===== src/rtl/parking_gate_if.sv =====
// Gate-side bus of the parking gate sequencer: raw gate requests and space flags in, commit strobes and actuators out.
// The statistics counters exist only when PARKING_GATE_STATS_EN is defined.
interface parking_gate_if #(
  parameter int unsigned ENTRY_FIFO_DEPTH = 4
);
  localparam int unsigned LEVEL_W = $clog2(ENTRY_FIFO_DEPTH) + 1;

  logic               entry_req;
  logic               entry_is_uni;
  logic               exit_req;
  logic               exit_is_uni;
  logic               uni_is_vacated_space;
  logic               free_is_vacated_space;
  logic               car_entered;
  logic               is_uni_car_entered;
  logic               car_exited;
  logic               is_uni_car_exited;
  logic               barrier_in_open;
  logic               barrier_out_open;
  logic               entry_denied;
  logic               req_dropped;
  logic [LEVEL_W-1:0] entry_queue_level;
`ifdef PARKING_GATE_STATS_EN
  logic [15:0]        granted_count;
  logic [15:0]        denied_count;
  logic [15:0]        dropped_count;
`endif

  // Sequencer side
  modport master (
    input  entry_req, entry_is_uni, exit_req, exit_is_uni,
    input  uni_is_vacated_space, free_is_vacated_space,
    output car_entered, is_uni_car_entered, car_exited, is_uni_car_exited,
    output barrier_in_open, barrier_out_open, entry_denied, req_dropped,
    output entry_queue_level
`ifdef PARKING_GATE_STATS_EN
    , output granted_count, denied_count, dropped_count
`endif
  );

  // Gate hardware / parking counter side
  modport slave (
    output entry_req, entry_is_uni, exit_req, exit_is_uni,
    output uni_is_vacated_space, free_is_vacated_space,
    input  car_entered, is_uni_car_entered, car_exited, is_uni_car_exited,
    input  barrier_in_open, barrier_out_open, entry_denied, req_dropped,
    input  entry_queue_level
`ifdef PARKING_GATE_STATS_EN
    , input granted_count, denied_count, dropped_count
`endif
  );
endinterface


===== src/rtl/parking_gate_sequencer.sv =====
// Turns raw entry/exit gate requests into commit strobes for the parking counter and drives the barriers.
// Optional saturating statistics counters are enabled by defining PARKING_GATE_STATS_EN.
module parking_gate_sequencer #(
  parameter int unsigned ENTRY_FIFO_DEPTH = 4,
  parameter int unsigned OPEN_CYCLES      = 3,
  parameter int unsigned PULSE_CYCLES     = 2,
  parameter int unsigned SETTLE_CYCLES    = 2
) (
  input  logic           clock,
  input  logic           reset,
  parking_gate_if.master bus
);
  localparam int unsigned PTR_W   = $clog2(ENTRY_FIFO_DEPTH);
  localparam int unsigned LEVEL_W = PTR_W + 1;
  localparam int unsigned MAX_OP  = (OPEN_CYCLES > PULSE_CYCLES) ? OPEN_CYCLES : PULSE_CYCLES;
  localparam int unsigned MAX_CYC = (MAX_OP > SETTLE_CYCLES) ? MAX_OP : SETTLE_CYCLES;
  localparam int unsigned CNT_W   = $clog2(MAX_CYC + 1);

  localparam logic [CNT_W-1:0]   OPEN_LAST   = CNT_W'(OPEN_CYCLES - 1);
  localparam logic [CNT_W-1:0]   PULSE_LAST  = CNT_W'(PULSE_CYCLES - 1);
  localparam logic [CNT_W-1:0]   SETTLE_LAST = CNT_W'(SETTLE_CYCLES - 1);
  localparam logic [LEVEL_W-1:0] FULL_LEVEL  = LEVEL_W'(ENTRY_FIFO_DEPTH);

  typedef enum logic [2:0] {E_IDLE, E_CHECK, E_OPEN, E_PULSE, E_HOLD, E_SETTLE} entry_state_t;
  typedef enum logic [1:0] {X_IDLE, X_OPEN, X_PULSE, X_HOLD} exit_state_t;

  entry_state_t e_state_q, e_state_d;
  exit_state_t  x_state_q, x_state_d;
  logic [CNT_W-1:0] e_cnt_q, e_cnt_d, x_cnt_q, x_cnt_d;
  logic ent_uni_q, ent_uni_d, barrier_in_q, barrier_in_d, car_entered_q, car_entered_d;
  logic denied_q, denied_d, ext_uni_q, ext_uni_d, barrier_out_q, barrier_out_d;
  logic car_exited_q, car_exited_d, dropped_q, dropped_d;

  logic [ENTRY_FIFO_DEPTH-1:0] fifo_q;
  logic [PTR_W-1:0]            rd_ptr_q, wr_ptr_q;
  logic [LEVEL_W-1:0]          level_q;
  logic                        pop, push, fifo_drop, exit_drop, space_ok;

  // A full FIFO still accepts a request when the head leaves on the same edge
  assign push      = bus.entry_req && ((level_q != FULL_LEVEL) || pop);
  assign fifo_drop = bus.entry_req && !push;
  assign exit_drop = bus.exit_req && (x_state_q != X_IDLE);
  assign dropped_d = fifo_drop || exit_drop;
  assign space_ok  = ent_uni_q ? bus.uni_is_vacated_space : bus.free_is_vacated_space;

  always_ff @(posedge clock or posedge reset) begin
    if (reset) begin
      fifo_q    <= '0;
      rd_ptr_q  <= '0;
      wr_ptr_q  <= '0;
      level_q   <= '0;
      dropped_q <= 1'b0;
    end else begin
      if (push) begin
        fifo_q[wr_ptr_q] <= bus.entry_is_uni;
        wr_ptr_q         <= wr_ptr_q + PTR_W'(1);
      end
      if (pop) rd_ptr_q <= rd_ptr_q + PTR_W'(1);
      level_q   <= level_q + LEVEL_W'(push) - LEVEL_W'(pop);
      dropped_q <= dropped_d;
    end
  end

  always_ff @(posedge clock or posedge reset) begin
    if (reset) begin
      e_state_q     <= E_IDLE;
      e_cnt_q       <= '0;
      ent_uni_q     <= 1'b0;
      barrier_in_q  <= 1'b0;
      car_entered_q <= 1'b0;
      denied_q      <= 1'b0;
    end else begin
      e_state_q     <= e_state_d;
      e_cnt_q       <= e_cnt_d;
      ent_uni_q     <= ent_uni_d;
      barrier_in_q  <= barrier_in_d;
      car_entered_q <= car_entered_d;
      denied_q      <= denied_d;
    end
  end

  always_comb begin
    e_state_d     = e_state_q;
    e_cnt_d       = e_cnt_q;
    ent_uni_d     = ent_uni_q;
    barrier_in_d  = 1'b0;
    car_entered_d = 1'b0;
    denied_d      = 1'b0;
    pop           = 1'b0;
    unique case (e_state_q)
      E_IDLE: begin
        if (level_q != '0) begin
          pop       = 1'b1;
          ent_uni_d = fifo_q[rd_ptr_q];
          e_state_d = E_CHECK;
        end
      end
      E_CHECK: begin
        e_cnt_d = '0;
        if (space_ok) begin
          e_state_d    = E_OPEN;
          barrier_in_d = 1'b1;
        end else begin
          e_state_d = E_SETTLE;
          denied_d  = 1'b1;
        end
      end
      E_OPEN: begin
        barrier_in_d = 1'b1;
        if (e_cnt_q == OPEN_LAST) begin
          e_state_d     = E_PULSE;
          e_cnt_d       = '0;
          car_entered_d = 1'b1;
        end else begin
          e_cnt_d = e_cnt_q + CNT_W'(1);
        end
      end
      E_PULSE: begin
        if (e_cnt_q == PULSE_LAST) begin
          e_state_d = E_HOLD;
        end else begin
          barrier_in_d  = 1'b1;
          car_entered_d = 1'b1;
          e_cnt_d       = e_cnt_q + CNT_W'(1);
        end
      end
      E_HOLD: begin
        e_state_d = E_SETTLE;
        e_cnt_d   = '0;
      end
      E_SETTLE: begin
        if (e_cnt_q == SETTLE_LAST) e_state_d = E_IDLE;
        else                        e_cnt_d   = e_cnt_q + CNT_W'(1);
      end
      default: e_state_d = E_IDLE;
    endcase
  end

  always_ff @(posedge clock or posedge reset) begin
    if (reset) begin
      x_state_q     <= X_IDLE;
      x_cnt_q       <= '0;
      ext_uni_q     <= 1'b0;
      barrier_out_q <= 1'b0;
      car_exited_q  <= 1'b0;
    end else begin
      x_state_q     <= x_state_d;
      x_cnt_q       <= x_cnt_d;
      ext_uni_q     <= ext_uni_d;
      barrier_out_q <= barrier_out_d;
      car_exited_q  <= car_exited_d;
    end
  end

  always_comb begin
    x_state_d     = x_state_q;
    x_cnt_d       = x_cnt_q;
    ext_uni_d     = ext_uni_q;
    barrier_out_d = 1'b0;
    car_exited_d  = 1'b0;
    unique case (x_state_q)
      X_IDLE: begin
        if (bus.exit_req) begin
          ext_uni_d     = bus.exit_is_uni;
          x_state_d     = X_OPEN;
          x_cnt_d       = '0;
          barrier_out_d = 1'b1;
        end
      end
      X_OPEN: begin
        barrier_out_d = 1'b1;
        if (x_cnt_q == OPEN_LAST) begin
          x_state_d    = X_PULSE;
          x_cnt_d      = '0;
          car_exited_d = 1'b1;
        end else begin
          x_cnt_d = x_cnt_q + CNT_W'(1);
        end
      end
      X_PULSE: begin
        if (x_cnt_q == PULSE_LAST) begin
          x_state_d = X_HOLD;
        end else begin
          barrier_out_d = 1'b1;
          car_exited_d  = 1'b1;
          x_cnt_d       = x_cnt_q + CNT_W'(1);
        end
      end
      X_HOLD:  x_state_d = X_IDLE;
      default: x_state_d = X_IDLE;
    endcase
  end

  assign bus.car_entered        = car_entered_q;
  assign bus.is_uni_car_entered = ent_uni_q;
  assign bus.car_exited         = car_exited_q;
  assign bus.is_uni_car_exited  = ext_uni_q;
  assign bus.barrier_in_open    = barrier_in_q;
  assign bus.barrier_out_open   = barrier_out_q;
  assign bus.entry_denied       = denied_q;
  assign bus.req_dropped        = dropped_q;
  assign bus.entry_queue_level  = level_q;

`ifdef PARKING_GATE_STATS_EN
  logic [15:0] granted_q, denied_cnt_q, dropped_cnt_q;
  logic        granted_evt;

  assign granted_evt = (e_state_q == E_PULSE) && (e_state_d == E_HOLD);

  // Saturating event counters
  always_ff @(posedge clock or posedge reset) begin
    if (reset) begin
      granted_q     <= '0;
      denied_cnt_q  <= '0;
      dropped_cnt_q <= '0;
    end else begin
      if (granted_evt && (granted_q != 16'hFFFF))     granted_q     <= granted_q + 16'd1;
      if (denied_d && (denied_cnt_q != 16'hFFFF))     denied_cnt_q  <= denied_cnt_q + 16'd1;
      if (dropped_d && (dropped_cnt_q != 16'hFFFF))   dropped_cnt_q <= dropped_cnt_q + 16'd1;
    end
  end

  assign bus.granted_count = granted_q;
  assign bus.denied_count  = denied_cnt_q;
  assign bus.dropped_count = dropped_cnt_q;
`endif
endmodule


===== src/flat_wrapper.sv =====
// flat-port wrapper written by rule: the top's interface ports become plain ports
module parking_gate_sequencer_flat 
#(
  parameter int unsigned ENTRY_FIFO_DEPTH = 4,
  parameter int unsigned OPEN_CYCLES      = 3,
  parameter int unsigned PULSE_CYCLES     = 2,
  parameter int unsigned SETTLE_CYCLES    = 2
)
  (clock, reset, bus_entry_req, bus_entry_is_uni, bus_exit_req, bus_exit_is_uni, bus_uni_is_vacated_space, bus_free_is_vacated_space, bus_car_entered, bus_is_uni_car_entered, bus_car_exited, bus_is_uni_car_exited, bus_barrier_in_open, bus_barrier_out_open, bus_entry_denied, bus_req_dropped, bus_entry_queue_level);
  parking_gate_if #(.ENTRY_FIFO_DEPTH(ENTRY_FIFO_DEPTH)) bus_i ();
  input  logic clock;
  input  logic reset;
  input wire logic [$bits(bus_i.entry_req)-1:0] bus_entry_req;
  input wire logic [$bits(bus_i.entry_is_uni)-1:0] bus_entry_is_uni;
  input wire logic [$bits(bus_i.exit_req)-1:0] bus_exit_req;
  input wire logic [$bits(bus_i.exit_is_uni)-1:0] bus_exit_is_uni;
  input wire logic [$bits(bus_i.uni_is_vacated_space)-1:0] bus_uni_is_vacated_space;
  input wire logic [$bits(bus_i.free_is_vacated_space)-1:0] bus_free_is_vacated_space;
  output wire logic [$bits(bus_i.car_entered)-1:0] bus_car_entered;
  output wire logic [$bits(bus_i.is_uni_car_entered)-1:0] bus_is_uni_car_entered;
  output wire logic [$bits(bus_i.car_exited)-1:0] bus_car_exited;
  output wire logic [$bits(bus_i.is_uni_car_exited)-1:0] bus_is_uni_car_exited;
  output wire logic [$bits(bus_i.barrier_in_open)-1:0] bus_barrier_in_open;
  output wire logic [$bits(bus_i.barrier_out_open)-1:0] bus_barrier_out_open;
  output wire logic [$bits(bus_i.entry_denied)-1:0] bus_entry_denied;
  output wire logic [$bits(bus_i.req_dropped)-1:0] bus_req_dropped;
  output wire logic [$bits(bus_i.entry_queue_level)-1:0] bus_entry_queue_level;
  assign bus_i.entry_req = bus_entry_req;
  assign bus_i.entry_is_uni = bus_entry_is_uni;
  assign bus_i.exit_req = bus_exit_req;
  assign bus_i.exit_is_uni = bus_exit_is_uni;
  assign bus_i.uni_is_vacated_space = bus_uni_is_vacated_space;
  assign bus_i.free_is_vacated_space = bus_free_is_vacated_space;
  assign bus_car_entered = bus_i.car_entered;
  assign bus_is_uni_car_entered = bus_i.is_uni_car_entered;
  assign bus_car_exited = bus_i.car_exited;
  assign bus_is_uni_car_exited = bus_i.is_uni_car_exited;
  assign bus_barrier_in_open = bus_i.barrier_in_open;
  assign bus_barrier_out_open = bus_i.barrier_out_open;
  assign bus_entry_denied = bus_i.entry_denied;
  assign bus_req_dropped = bus_i.req_dropped;
  assign bus_entry_queue_level = bus_i.entry_queue_level;
  parking_gate_sequencer #(.ENTRY_FIFO_DEPTH(ENTRY_FIFO_DEPTH), .OPEN_CYCLES(OPEN_CYCLES), .PULSE_CYCLES(PULSE_CYCLES), .SETTLE_CYCLES(SETTLE_CYCLES)) u_core (.clock(clock), .reset(reset), .bus(bus_i));
endmodule

===== config.mk =====
export PLATFORM = sky130hd
export DESIGN_NAME = parking_gate_sequencer_flat
export DESIGN_NICKNAME = d
export VERILOG_FILES = /design/src/rtl/parking_gate_if.sv /design/src/rtl/parking_gate_sequencer.sv /design/src/flat_wrapper.sv
export SDC_FILE = /design/constraint.sdc
export NUM_CORES = 1
export LEC_CHECK = 0
export BUFFER_PORTS_ARGS = -buffer_cell sky130_fd_sc_hd__buf_2
export CAP_MARGIN = 20
export CORE_AREA = 2 2 77 79
export DETAILED_ROUTE_END_ITERATION = 8
export DIE_AREA = 0 0 79 81
export SLEW_MARGIN = 20
export SYNTH_ARGS = -nofsm -noshare
export SYNTH_HDL_FRONTEND = slang
export SYNTH_SLANG_ARGS = --single-unit
export TNS_END_PERCENT = 1

===== constraint.sdc =====
create_clock -name clock -period 3.2 [get_ports clock]
set_input_delay 0.64 -clock clock [delete_from_list [all_inputs] [get_ports clock]]
set_output_delay 0.64 -clock clock [all_outputs]
set_load 0.05 [all_outputs]

==> results.md, run 1 <==
- In this run the deepest clock path goes through 2 buffers.
- The type of the worst min-delay path is in2async.
- After clock tree synthesis, the flow added hold-fix buffers numbering 0.
- The power per standard cell area is about 1100 nW/um^2.
- The maximum number of pins on one net before global-route repair is 29.
- Headroom to the max-slew limit came out at between 60% and 70%.
- The startpoint-to-endpoint class of the critical path is reg2reg.
- Dividing the detail-routed via count by the number of cells gives roughly 4.3.
- CTS placed an instance of clkbuf_8 at the clock tree root.
- For the final database, setup skew stands at 0.00662 ns.
- The setup total negative slack is 0 ns.
- The final antenna-violating net count is 0.
- The CTS tree is built.
- The setup fix buffers added after clock tree synthesis is 0.
- Across all hold checks on the routed design, the worst slack comes to 0.414 ns.
- Clock latency on the worst-skew pair, taken at its later pin, is approximately 0.28 ns.
- The level count of the clock H-tree is 1.
- The synthesized netlist devotes 11.8% of its cell area to compound gates.
- The clock slew seen by the registers of the worst setup and hold paths is 0.10 ns.
- The floorplan step defined a core boundary enclosing 5680 um^2.
- The largest driver fanout on the critical path is 13.
- The routed layout has 1,031 vias.
- The startpoint identified for the worst register-to-register timing path is u_core.e_state_q[0]$_DFFE_PP0P_.
- The simple logic cell fraction of the synthesized area is a little under an eighth.
- After the last flow step, the layout net total stands at between 150 and 200.
- The flow ran to the end, and the final reports show no timing, DRC or antenna violations.
- The via count of the first global-routing pass is a little over 1,000.
- Each instance of the synthesized netlist takes up on average between 10 and 15 um^2.
- The synthesized netlist devotes 15.0% of its cell area to adder and majority cells.
- The final critical-path share of the clock period is between 70% and 80%.
- The share of flip-flops with an asynchronous set or reset is between 90% and 100%.
- Of the total synthesized cell area, the portion taken by XOR and XNOR cells is around 3.2%.
- Synthesis produced a netlist with a net count of 171.
- The total power consumption of the routed design is 0.00208 W.
- The initial core utilization is 28.7%.
- The floorplan step set the die width to 79 um.
- The area overhead of the layout relative to synthesis is 14.2%.
- The worst-margin pin slew is 0.589 ns.
- In the global route stage, overall resource usage came out at 9.20%.
- STA classifies the critical path startpoint as a register.
- The synthesized netlist contains 38 unique library cells.
- For this run, the top clock speed supported by timing is 420 MHz.
- Setup repair after global routing left no endpoint under its margin.
- The slowest stage of the critical path is the dfrtp_1 cell.
- The arrival time at the worst endpoint is 2.59 ns.
- The share of synthesized area spent on multiplexers is 9.67%.
- The aggregate routed wire length is ~2600 um.
- The area of the die is 6400 um^2.
- The first global-routing pass estimated approximately 4600 um of wire.
- The violation count after the first detailed-routing iteration is 55.
- The average detailed-routed wire length per instance is 10.9 um.
- Setup violations remaining at the end of the flow were counted as 0.
- The count of pins over their slew limit is 0.
- The gate family responsible for the most delay along the worst path is adder cells.
- The worst setup slack after placement is approximately 0.8 ns.
- The capturing element type of the critical path is a register.
- The post-route netlist has 24.5% of its cells at a drive strength greater than 1.
- The number of remaining DRC errors is 0.
- The required time of the critical path is 3.41 ns.
- The final count of hold timing violations is 0.
- The first TritonRoute pass finished after 4 iterations.
- In this run the cell area of the synthesized design comes to 1630 um^2.
- The total half-perimeter wirelength after legalization and detailed placement is 1970 um.
- The repair_antennas step left the layout with diodes totalling 0.
- After synthesis, flip-flops and latches occupy 43.0% of the total area.
- The count of input and output buffers is 18.
- The setup slack of the critical path after layout is 0.822 ns.
- The initial antenna violation count is 0.
- In this run the vertical extent of the chip is between 80 and 90 um.
- Walking the worst path, the cells encountered are or3_4 -> nor2_4 -> ha_1 -> inv_1 -> ha_1 -> inv_1 -> fa_1 -> xnor2_1 -> xnor2_1.
- The most critical setup path has its startpoint at u_core.e_state_q[0]$_DFFE_PP0P_.
- The number of instances in the synthesized netlist is around 140.
- The flip-flop and latch count after synthesis is 28.
- The congestion estimate from routability-driven global placement came to 0.734.
- On the worst path, the slowest cell contributes a delay of 0.51 ns.
- In this run the count of I/O pins placed on the die edge is 19.
- The worst setup slack for register-to-register paths is roughly 0.8 ns.
- The number of CTS-inserted buffers is 3.
- In this run the static leakage power is 0.881 nW.
- Subtracting the final worst setup slack from the clock period gives 2.38 ns.
- The synthesized design contains 0 enable-type register cells.
- By area, the combinational part of the netlist is dominated by adder cells.
- The floorplan row count is 28.
- The total clock sinks is 28.
- Counting both buffers and inverters, the worst setup path holds a total of 2.
- Among all flip-flop cells after synthesis, the most frequent one is dfrtp_1.
- The number of gates resized after cts is 0.
- The maximum vdd drop is roughly 380 uV.
- The number of maximum-capacitance violations is 0.
- The count of warnings emitted by yosys is 0.
- The total overflow left after global routing is 0.
[sequential cells by signal, indices dropped and copies added, names as in the netlist, 2 cells and up]
signal	count
u_core.rd_ptr_q	2
u_core.x_state_q	2
u_core.wr_ptr_q	2
u_core.fifo_q	4
u_core.x_cnt_q	2
u_core.e_cnt_q	2
u_core.bus.entry_queue_level	3
u_core.e_state_q	3
[power breakdown]
group          internal, W  switching [W]  total [W]
clock             0.000168       0.000111   0.000279
sequential        0.000528       0.000167   0.000695
combinational     0.000475       0.000629    0.00110
total              0.00117       0.000908    0.00208
[synthesized netlist by cell type (2+ instances only)]
library cell	n	area share, %
a221o_1	2	1.2
a21oi_1	10	3.1
xnor2_1	4	2.1
buf_6	2	1.4
o211ai_1	2	0.92
nor2b_1	6	2.3
nor3_1	2	0.61
nand2_1	8	1.8
nand3_1	3	0.92
o21ai_0	3	0.92
ha_1	18	14
xor2_1	2	1.1
a211oi_1	3	1.4
inv_1	15	3.5
nor2_1	4	0.92
mux2i_1	3	1.8
dfrtp_1	28	43
mux2_2	8	5.5
nor3b_2	2	1.5
[logic make-up (layout without fill, tap and decap cells)]
family / count (synthesis) / after routing
adders and majority gates: 19 / 19
AOI/OAI and AO/OA: 27 / 27
and+or+nand+nor: 32 / 32
DFF: 28 / 28
xor gates and xnor gates: 6 / 6
buffers and inverters: 19 / 38
muxes: 13 / 13
[cells in the final DEF, fill, tap and decap left out, types with 4 or more instances in the layout]
cell type | synthesis | routed
nor2b_1 | 6 | 6
dfrtp_1 | 28 | 28
xnor2_1 | 4 | 4
buf_2 | 1 | 18
nor2_1 | 4 | 4
mux2_2 | 8 | 8
nand2_1 | 8 | 8
inv_1 | 15 | 15
ha_1 | 18 | 18
a21oi_1 | 10 | 10
[layout make-up]
cell class | count | area, um^2
fillers | 590 | 3810
multi-input cells | 97 | 842
flip-flops and latches | 28 | 701
repair buffers | 19 | 97.6
well taps | 75 | 93.8
inverters | 15 | 56.3
clock buffers | 3 | 41.3
clock inverters | 1 | 30.0
[through the flow]
step                      cell area (um^2)  util, %  cells
final                                 1860     32.8    238
after CTS                             1860     32.8    238
after global placement                1790     31.5    234
after detailed placement              1790     31.5    234
after floorplan                       1630        -    144
after global routing                  1860     32.8    238
[layer usage]
layer	part of all wire, %	wire length (um)	up-vias	track usage [%]
met4	0.58	15	0	4.14
li1	-	-	536	-
met3	2.8	73	2	2.00
met2	47	1230	12	15.3
met5	0	0	-	0
met1	49	1270	481	11.5
[worst min-delay path: cells and delay by family]
family                 cells  cell delay, ns
buffers and inverters      3            0.46
[final timing paths]
kind	to	cells after the start
worst max-delay path	u_core.bus.entry_queue_level[2]$_DFF_PP0_	9
worst min-delay path	u_core.bus.entry_queue_level[2]$_DFF_PP0_	3
worst max register to register	u_core.bus.entry_queue_level[2]$_DFF_PP0_	9
worst min register to register	u_core.rd_ptr_q[1]$_DFFE_PP0P_	1
max in group asynchronous	u_core.e_state_q[0]$_DFFE_PP0P_	3
min in group clock	u_core.rd_ptr_q[1]$_DFFE_PP0P_	1
Note: power is estimated with default switching activity, not from simulation.
==> inputs of run 2 (changes only) <==
Clock period 3.2 ns to 1.9 ns, I/O delays scaled along.
==> run 2 against run 1 <==
Compared with the run above: the run now ends with negative setup slack left; register-to-register slack worse by 0.96 ns; sequential power up 55%; utilization up 1.7 points; fmax up 16%; sequential cell count unchanged; cell area up 5.1%; cell count up 5.0%; critical path depth unchanged; critical endpoint unchanged; largest cell class unchanged; largest power group unchanged; highest routed layer unchanged.
==> results.md, run 2 (synthesis gave the netlist of run 1 again) <==
- The flow ran to the end, but the final reports show violations.
- The final reports fail on negative setup slack.
- Once routing completed, OpenROAD measured the worst setup slack at -0.142 ns.
- The first global-routing pass estimated 4900 um of wire.
- For this block, the via count after detailed routing is 1,112.
- The buffer type at the clock tree root is clkbuf_8.
- The die height is 81 um.
- Cells with a size suffix above 1 make up 32.0% of the layout.
- The detail-routed via count per cell is 4.45.
- The wire-length estimate of the detail-placed layout is about 2200 um.
- The number of remaining DRC errors is 0.
- The clock latency reported for the late side of the worst-skew pair is about 0.27 ns.
- The top cell types in the final layout, fill and taps aside, are 28 x dfrtp_1, 18 x buf_2, 17 x ha_1, 15 x inv_1, 14 x buf_4.
- The worst setup path is captured at a register.
- Data on the critical path arrives at its endpoint at between 2 and 2.5 ns.
- The largest driver fanout on the critical path is 2.
- The endpoint identified for the worst register-to-register timing path is u_core.bus.entry_queue_level[2]$_DFF_PP0_.
- The number of CTS-inserted buffers is 3.
- For this block, the initial DRC count from the detailed router was slightly below 70.
- TritonCTS built the clock tree.
- The repair_antennas step left the layout with diodes totalling 0.
- The final layout contains routed wiring with a total length of around 2900 um.
- The final antenna-violating net count is 0.
- The count of hold buffers inserted by post-cts repair is 0.
- The element type at the critical path start is a register.
- In this run the power density over the cells is ~1900 nW/um^2.
- In this run the core area contains 28 standard-cell rows.
- The initial antenna violation count is 0.
- For this configuration, the core starts out at a cell density of 28.7%.
- The first detailed-routing pass took 4 iterations.
- The level count of the clock H-tree is 1.
- In this run the static leakage power is about 0.94 nW.
- The count of pins over their slew limit is 0.
- The final worst hold slack is 0.163 ns.
- Across the run, the number of max-cap violations was 0.
- The via count of the first global-routing pass came to 1,085.
- The library cell used most frequently in the layout, excluding fill and tap cells, is dfrtp_1.
- The overall routing resource usage is roughly a tenth.
- The horizontal extent of the die is roughly 79 um.
- The worst setup slack for register-to-register paths is -0.14 ns.
- Setup violations remaining at the end of the flow were counted as 2.
- The maximum clock frequency is 490 MHz.
- Buffers placed on the I/O ports in this run total 18.
- At the pin with the least slew margin, the transition time is roughly 0.37 ns.
- The area growth from synthesis to layout is 20.0%.
- The worst register-to-register path begins at u_core.e_state_q[1]$_DFFE_PP0P_.
- For this run, the share of the core covered by cells in the final layout is 34.5%.
- The placer congestion estimate is between 0.7 and 0.8.
- The final critical-path share of the clock period is 107%.
- After global routing the overflow that remains totals 0.
- For the finished layout, the period the worst path requires is 2.04 ns.
- The worst-case clock buffer depth is 2.
- The type of the worst min-delay path is in2async.
- The average detailed-routed wire length per instance is 11.5 um.
- The relative slew slack is 75.4%.
- At the worst endpoint, the required time is between 2 and 2.5 ns.
- More flip-flops sit in one register than any other, and that register is u_core.fifo_q.
- Counting every sink on the clock net gives 28.
- The maximum vdd drop is 730 uV.
- The register with the most flip-flops in the layout has 4 of them.
- The final count of hold timing violations is 0.
- Setup repair after global routing could not meet its margin everywhere.
- The worst setup path is of the reg2reg kind.
- The number of cells on the worst reg-to-reg path is 9.
- The die covers 6400 um^2.
- The maximum number of pins on one net before global-route repair is 29.
- The number of I/O pins is 19.
- After clock tree synthesis, the clock-pin slew on the worst setup and hold paths is 0.09 ns.
- The final net count is between 200 and 250.
- For the final database, setup skew stands at between 0.001 and 0.0015 ns.
- In this run the standard cell core region covers about 5700 um^2.
## run 2: routing by layer
| metal | track usage [%] | vias up | share of wire, % |
|---|---|---|---|
| li1 | - | 553 | - |
| met1 | 12.2 | 537 | 45 |
| met2 | 16.9 | 20 | 51 |
| met3 | 2.67 | 2 | 3.3 |
| met4 | 3.62 | 0 | 1.0 |
| met5 | 0 | - | 0 |
## run 2: repair_timing
action	in CTS	in global routing
gates resized for setup	2	0
setup buffers	0	1
setup endpoints to repair	2	2
pin swaps	1	1
## run 2: critical path: stages, from the launching register on
cell     delay, ns
dfrtp_1       0.39
or3_4         0.40
nor2_4        0.12
ha_4          0.21
inv_1         0.05
ha_1          0.13
inv_1         0.05
fa_2          0.34
xnor2_2       0.14
xnor2_1       0.12
## run 2: worst max-delay path by stage
stage                                                 to  depth (start not counted)                             from
2_1_floorplan  u_core.bus.entry_queue_level[2]$_DFF_PP0_                         11  u_core.e_state_q[2]$_DFFE_PP0P_
3_3_place_gp   u_core.bus.entry_queue_level[2]$_DFF_PP0_                          9  u_core.e_state_q[2]$_DFFE_PP0P_
3_5_place_dp   u_core.bus.entry_queue_level[2]$_DFF_PP0_                          9  u_core.e_state_q[2]$_DFFE_PP0P_
4_1_cts        u_core.bus.entry_queue_level[2]$_DFF_PP0_                          9  u_core.e_state_q[1]$_DFFE_PP0P_
5_1_grt        u_core.bus.entry_queue_level[2]$_DFF_PP0_                          9  u_core.e_state_q[1]$_DFFE_PP0P_
6_report       u_core.bus.entry_queue_level[2]$_DFF_PP0_                          9  u_core.e_state_q[1]$_DFFE_PP0P_
## run 2: cell type report
cell class / count / area (um^2)
clock buffers: 3 / 41.3
fillers: 584 / 3720
inverters: 15 / 56.3
multi-input cells: 97 / 870
flip-flops and latches: 28 / 701
well taps: 75 / 93.8
repair buffers: 32 / 195
## run 2: through the flow
| step | TNS, ns | setup WS, ns | total power (W) | instances | cell area (um^2) |
|---|---|---|---|---|---|
| detailed placement | -0.243 | -0.158 | 0.00329 | 246 | 1890 |
| global route | -0.385 | -0.234 | 0.00397 | 250 | 1960 |
| finish | -0.221 | -0.142 | 0.00364 | 250 | 1960 |
| CTS | -0.233 | -0.152 | 0.00367 | 249 | 1950 |
| global placement | -0.160 | -0.116 | 0.00325 | 246 | 1890 |
| floorplan | -0.677 | -0.387 | 0.00275 | 144 | 1640 |
## run 2: power breakdown
| group | leakage, nW | internal [W] | switching, W | total, W |
|---|---|---|---|---|
| clock network | 0.0216 | 0.000142 | 0.000178 | 0.000320 |
| registers | 0.343 | 0.000890 | 0.000185 | 0.00108 |
| logic | 0.572 | 0.000990 | 0.00125 | 0.00224 |
